[config.mk]
export PLATFORM = sky130hd
export DESIGN_NAME = ps2_keyboard_rx
export DESIGN_NICKNAME = d
export VERILOG_FILES = /design/src/rtl/ps2_keyboard_rx.sv
export SDC_FILE = /design/constraint.sdc
export NUM_CORES = 1
export LEC_CHECK = 0
export CAP_MARGIN = 25
export CORE_UTILIZATION = 25
export CTS_CLUSTER_SIZE = 28
export DETAILED_ROUTE_END_ITERATION = 16
export HOLD_SLACK_MARGIN = 0.08
export PLACE_DENSITY_LB_ADDON = 0.05
export SLEW_MARGIN = 40
export SYNTH_ARGS = -nofsm -noshare
export SYNTH_HDL_FRONTEND = slang
export SYNTH_SLANG_ARGS = --single-unit
[constraint.sdc]
create_clock -name clk_sys -period 2.1 [get_ports clk_sys]
set_input_delay 0.315 -clock clk_sys [delete_from_list [all_inputs] [get_ports clk_sys]]
set_output_delay 0.315 -clock clk_sys [all_outputs]
set_load 0.005 [all_outputs]
[src/rtl/ps2_keyboard_rx.sv]
// PS/2 keyboard receiver: synchronises and filters the PS/2 lines, decodes 11-bit frames and
// publishes key events with E0/F0 prefix handling. Define PS2_RX_PARITY_CHECK_EN to drop bad-parity frames.
module ps2_keyboard_rx #(
  parameter int unsigned FILTER_LEN = 8,
  parameter int unsigned TIMEOUT    = 13000
) (
  input  logic        clk_sys,
  input  logic        reset,
  input  logic        ps2_clk,
  input  logic        ps2_data,
  output logic [10:0] ps2_key,
  output logic        err,
  output logic        busy
);

  localparam int unsigned FiltW = $clog2(FILTER_LEN + 1);
  localparam int unsigned ToW   = $clog2(TIMEOUT + 1);

  typedef enum logic [1:0] {StIdle, StData, StParity, StStop} state_e;

  // Bit [1] of each synchroniser is the usable value.
  logic [1:0]       clk_sync_q, data_sync_q;
  logic             filt_q, filt_d;
  logic [FiltW-1:0] filt_cnt_q, filt_cnt_d;
  logic             fall;
  logic             data_bit;
  state_e           state_q, state_d;
  logic [2:0]       bit_cnt_q, bit_cnt_d;
  logic [7:0]       shift_q, shift_d;
  logic             parity_q, parity_d;
  logic             ext_q, ext_d, rel_q, rel_d;
  logic [ToW-1:0]   to_cnt_q, to_cnt_d;
  logic [10:0]      key_q, key_d;
  logic             err_q, err_d;
  logic             parity_ok;

  assign data_bit = data_sync_q[1];

`ifdef PS2_RX_PARITY_CHECK_EN
  assign parity_ok = ^{shift_q, parity_q};
`else
  logic unused_parity;
  assign unused_parity = parity_q;
  assign parity_ok     = 1'b1;
`endif

  // Filtered clock flips only after FILTER_LEN consecutive samples at the new level.
  always_comb begin
    filt_d     = filt_q;
    filt_cnt_d = '0;
    fall       = 1'b0;
    if (clk_sync_q[1] != filt_q) begin
      if (filt_cnt_q == FiltW'(FILTER_LEN - 1)) begin
        filt_d = clk_sync_q[1];
        fall   = filt_q;
      end else begin
        filt_cnt_d = filt_cnt_q + 1'b1;
      end
    end
  end

  always_comb begin
    state_d   = state_q;
    bit_cnt_d = bit_cnt_q;
    shift_d   = shift_q;
    parity_d  = parity_q;
    ext_d     = ext_q;
    rel_d     = rel_q;
    to_cnt_d  = to_cnt_q;
    key_d     = key_q;
    err_d     = 1'b0;
    if (fall) begin
      to_cnt_d = '0;
      unique case (state_q)
        StIdle: begin
          if (!data_bit) begin
            state_d   = StData;
            bit_cnt_d = '0;
          end
        end
        StData: begin
          shift_d   = {data_bit, shift_q[7:1]};
          bit_cnt_d = bit_cnt_q + 3'd1;
          if (bit_cnt_q == 3'd7) state_d = StParity;
        end
        StParity: begin
          parity_d = data_bit;
          state_d  = StStop;
        end
        StStop: begin
          state_d = StIdle;
          if (!data_bit || !parity_ok) begin
            err_d = 1'b1;
          end else begin
            case (shift_q)
              8'hE0: ext_d = 1'b1;
              8'hF0: rel_d = 1'b1;
              8'hE1: begin end
              8'h00, 8'hAA, 8'hEE, 8'hFA, 8'hFE, 8'hFF: begin
                ext_d = 1'b0;
                rel_d = 1'b0;
              end
              default: begin
                key_d = {~key_q[10], ~rel_q, ext_q, shift_q};
                ext_d = 1'b0;
                rel_d = 1'b0;
              end
            endcase
          end
        end
        default: state_d = StIdle;
      endcase
    end else if (state_q != StIdle) begin
      // Edge takes priority above; abort only on a quiet cycle.
      if (to_cnt_q == ToW'(TIMEOUT)) begin
        state_d  = StIdle;
        err_d    = 1'b1;
        to_cnt_d = '0;
      end else begin
        to_cnt_d = to_cnt_q + 1'b1;
      end
    end
  end

  always_ff @(posedge clk_sys) begin
    if (!reset) begin
      clk_sync_q  <= 2'b11;
      data_sync_q <= 2'b11;
      filt_q      <= 1'b1;
      filt_cnt_q  <= '0;
      state_q     <= StIdle;
      bit_cnt_q   <= '0;
      shift_q     <= '0;
      parity_q    <= 1'b0;
      ext_q       <= 1'b0;
      rel_q       <= 1'b0;
      to_cnt_q    <= '0;
      key_q       <= '0;
      err_q       <= 1'b0;
    end else begin
      clk_sync_q  <= {clk_sync_q[0], ps2_clk};
      data_sync_q <= {data_sync_q[0], ps2_data};
      filt_q      <= filt_d;
      filt_cnt_q  <= filt_cnt_d;
      state_q     <= state_d;
      bit_cnt_q   <= bit_cnt_d;
      shift_q     <= shift_d;
      parity_q    <= parity_d;
      ext_q       <= ext_d;
      rel_q       <= rel_d;
      to_cnt_q    <= to_cnt_d;
      key_q       <= key_d;
      err_q       <= err_d;
    end
  end

  assign ps2_key = key_q;
  assign err     = err_q;
  assign busy    = (state_q != StIdle);

endmodule

==> results.yml <==
cells_and_area:
  instances_no_fill: 418
  drive_above_1_share_pct: 8.304
  antenna_cells: 0
  post-route-cell-area_um2: 2798
  nets: 302
  area_growth_syn_to_layout_pct: 17.56
critical_path:
  cp-start-kind: "flip-flop"
  worst_setup_path_end_kind: "primary output"
  path_common_cell: "inv_1"
  critPathKind: "reg2out"
  crit_chain: "inv_1 > ha_2 > inv_1 > clkdlybuf4s50_1"
  cpLargestDelayFamily: "buffers and inverters"
  crit_path_top_delay_cell: "clkdlybuf4s50_1"
  slowest_delay_ps: 520
  path_buf_inv: 3
  crit_required_ps: 1780
  crit_path_start: "state_q[0]"
  crit_arrival_ps: 1630
  r2r-start: "filt_cnt_q[0]"
  worstPathMaxFanout: 7
route:
  drtIter0Drc: 56
  vias: 1826
  routed_wl_um: 5190
  via_per_inst: 4.368
  drtAntennaViolNets: 0
  route.detailed.drc: 0
  wire_per_inst_um: 12.42
  dr.pass1.iters: 4
sta:
  finalSetupViolCount: 0
  setup_ws_ps: 158.7
  slew_violations: 0
  period_needed_ps: 1941
  fin_skew_ps: 8.565
  period_share_pct: 92.44
  fin_tns_setup_ps: 0
  grt_setup_unrepaired: "no"
  hold_viol: 0
  worst_pin_slew_ps: 460.1
  fmax_mhz: 515.1
  slew_headroom_pct: 69.09
floorplan:
  io_pins: 17
  fp.coreArea_um2: 9240
  die_height_um: 99.57
  die_w_um: 99.57
  initial_core_util_pct: 25.75
  dieArea_um2: 9913
  num_rows: 35
min_path:
  hold_path_startpoint: "clk_sync_q[0]"
  hold_path_class: "reg2reg"
power_and_ir_drop:
  clkPwrFrac_pct: 35.4
  irDropWorstVdd_uv: 189.4
  p_seq_share_pct: 61.8
  pwr-share-comb_pct: 2.8
  p_switching_w: 0.0003435
  p_int_w: 0.001199
  p_per_area_nw_per_um2: 551.4
  p_sw_share_pct: 22.27
  p_leak_nw: 0.9558
synth:
  yosysUniqueCellTypes: 44
  yosysSeqAreaShare_pct: 42.06
  synth_nets: 280
  syn_area_per_cell_um2: 8.913
  ys_top_cells_by_area: "dfxtp_1 (42%), nand2_1 (7.9%), mux2i_1 (5.9%), ha_1 (4.7%), nor2_1 (3.6%)"
  syn_inst: 267
  synthArstFlopShare_pct: 0
  yosys.area.top_type: "dfxtp_1"
  synth_top_area_share_pct: 42.06
  ys_seq_elements: 50
  ys.flop_type: "dfxtp_1"
  yosys_warnings: 0
  synth_area_um2: 2380
  synthTopCellsByCount: "dfxtp_1 (50), nand2_1 (50), nor2_1 (23)"
  synth_edf_count: 0
run_status:
  status: "completed"
place:
  place_hpwl_um: 3745
  pre_cts_ws_ps: 203.7
  gp_congestion: 0.7255
  dp_cells: 411
  portBuffers: 16
  placed_area_um2: 2716
cts:
  path_clk_slew_ps: 90
  cts_buffers: 5
  htreeDepth: 2
  cts_buffer_depth: 2
  clock_latency_ps: 300
  cts-hold-fix-buffers: 0
  cts_root_buf: "clkbuf_8"
  cts_tree: "done"
  cts.sinks: 50
global_route:
  grt-ovfl-total: 0
  grt_max_degree: 27
  grt_pass1_vias: 1792
  grt_first_pass_wirelength_um: 8976
  grt_usage_pct: 11.81
  grt_antenna_before_repair: 0
run:
  maxCapViolCount: 0
==> placed cells by master, fill, tap and decap left out, drive strengths merged, types with 7 or more instances in the layout <==
cell / instances
nand2: 50
dfxtp: 50
nor2: 24
clkdlybuf4s50: 16
mux2i: 14
a21oi: 13
buf: 10
nand2b: 9
xor2: 9
nand3: 9
ha: 9
inv: 8
nand4: 7
clkbuf: 7
==> layer usage <==
layer  track usage [%]  wire [µm]
met2             17.74       2241
met3             3.373        174
met1             16.38       2724
met4             3.394         49
met5                 0          0
==> area by class of cell <==
class,count,area [µm²]
clock buffer,7,76.32
fill,1012,6442
inverter,9,33.78
multi-input combinational,197,1262
sequential,50,1003
tap,129,161.4
timing repair buffer,26,260.3
==> path summary, 6_finish.rpt <==
path                         to  slack [ps]  cells past startpoint
setup / recovery           busy         160                      4
hold / removal    clk_sync_q[1]         410                      1
setup reg to reg    ps2_key[10]         320                      6
hold reg to reg   clk_sync_q[1]         410                      1
==> logic make-up (layout without fill, tap and decap cells) <==
kind of cell | Yosys count | count (layout) | synth area share (%)
AND/OR/NAND/NOR | 130 | 130 | 27.92
flip-flops | 50 | 50 | 42.06
AO/OA/AOI/OAI | 30 | 30 | 9.254
buffers and inverters | 20 | 42 | 4.995
XOR/XNOR | 14 | 14 | 5.153
multiplexers | 14 | 14 | 5.888
adder cells (fa/ha/maj) | 9 | 9 | 4.732
==> sequential cells by signal, indices dropped and copies added, names as in the netlist <==
name         flops
clk_sync_q       2
state_q          2
shift_q          8
err              1
ext_q            1
to_cnt_q        14
bit_cnt_q        3
filt_cnt_q       4
ps2_key         11
filt_q           1
data_sync_q      2
rel_q            1
==> metrics by stage <==
| step | power [W] | util [%] | hold slack [ps] |
|---|---|---|---|
| floorplan | 0.001003 | - | 386.3 |
| CTS | 0.001583 | 30.25 | 417.8 |
| detailed placement | 0.001021 | 29.40 | 395.1 |
| global placement | 0.001022 | 29.40 | 390.4 |
| global route | 0.001630 | 30.28 | 425.6 |
| finish | 0.001543 | 30.28 | 410.7 |
==> power by group through the flow <==
| stage | Combinational [W] | Clock, W | Sequential [W] |
|---|---|---|---|
| global route | 0.0000484 | 0.000627 | 0.000955 |
| detailed placement | 0.0000445 | 0 | 0.000976 |
| global placement | 0.0000457 | 0 | 0.000976 |
| floorplan | 0.0000280 | 0 | 0.000975 |
| CTS | 0.0000445 | 0.000584 | 0.000954 |
| finish | 0.0000431 | 0.000546 | 0.000954 |
==> what timing repair did <==
action                                  in CTS  in global routing
endpoints found under the setup margin       1                  1
pin swaps                                    0                  0
gates cloned                                 0                  0
setup buffers                                0                  0
resized for setup                            1                  2
==> worst reg2reg max path, delay by kind of cell, from the launching register on <==
family | cells | cell delay, ps
multiplexers | 1 | 180
AND/OR/NAND/NOR | 2 | 530
flip-flops | 1 | 360
buffers and inverters | 1 | 190
adder cells (fa/ha/maj) | 1 | 210
AO/OA/AOI/OAI | 1 | 250
Note: power is estimated with default switching activity, not from simulation.
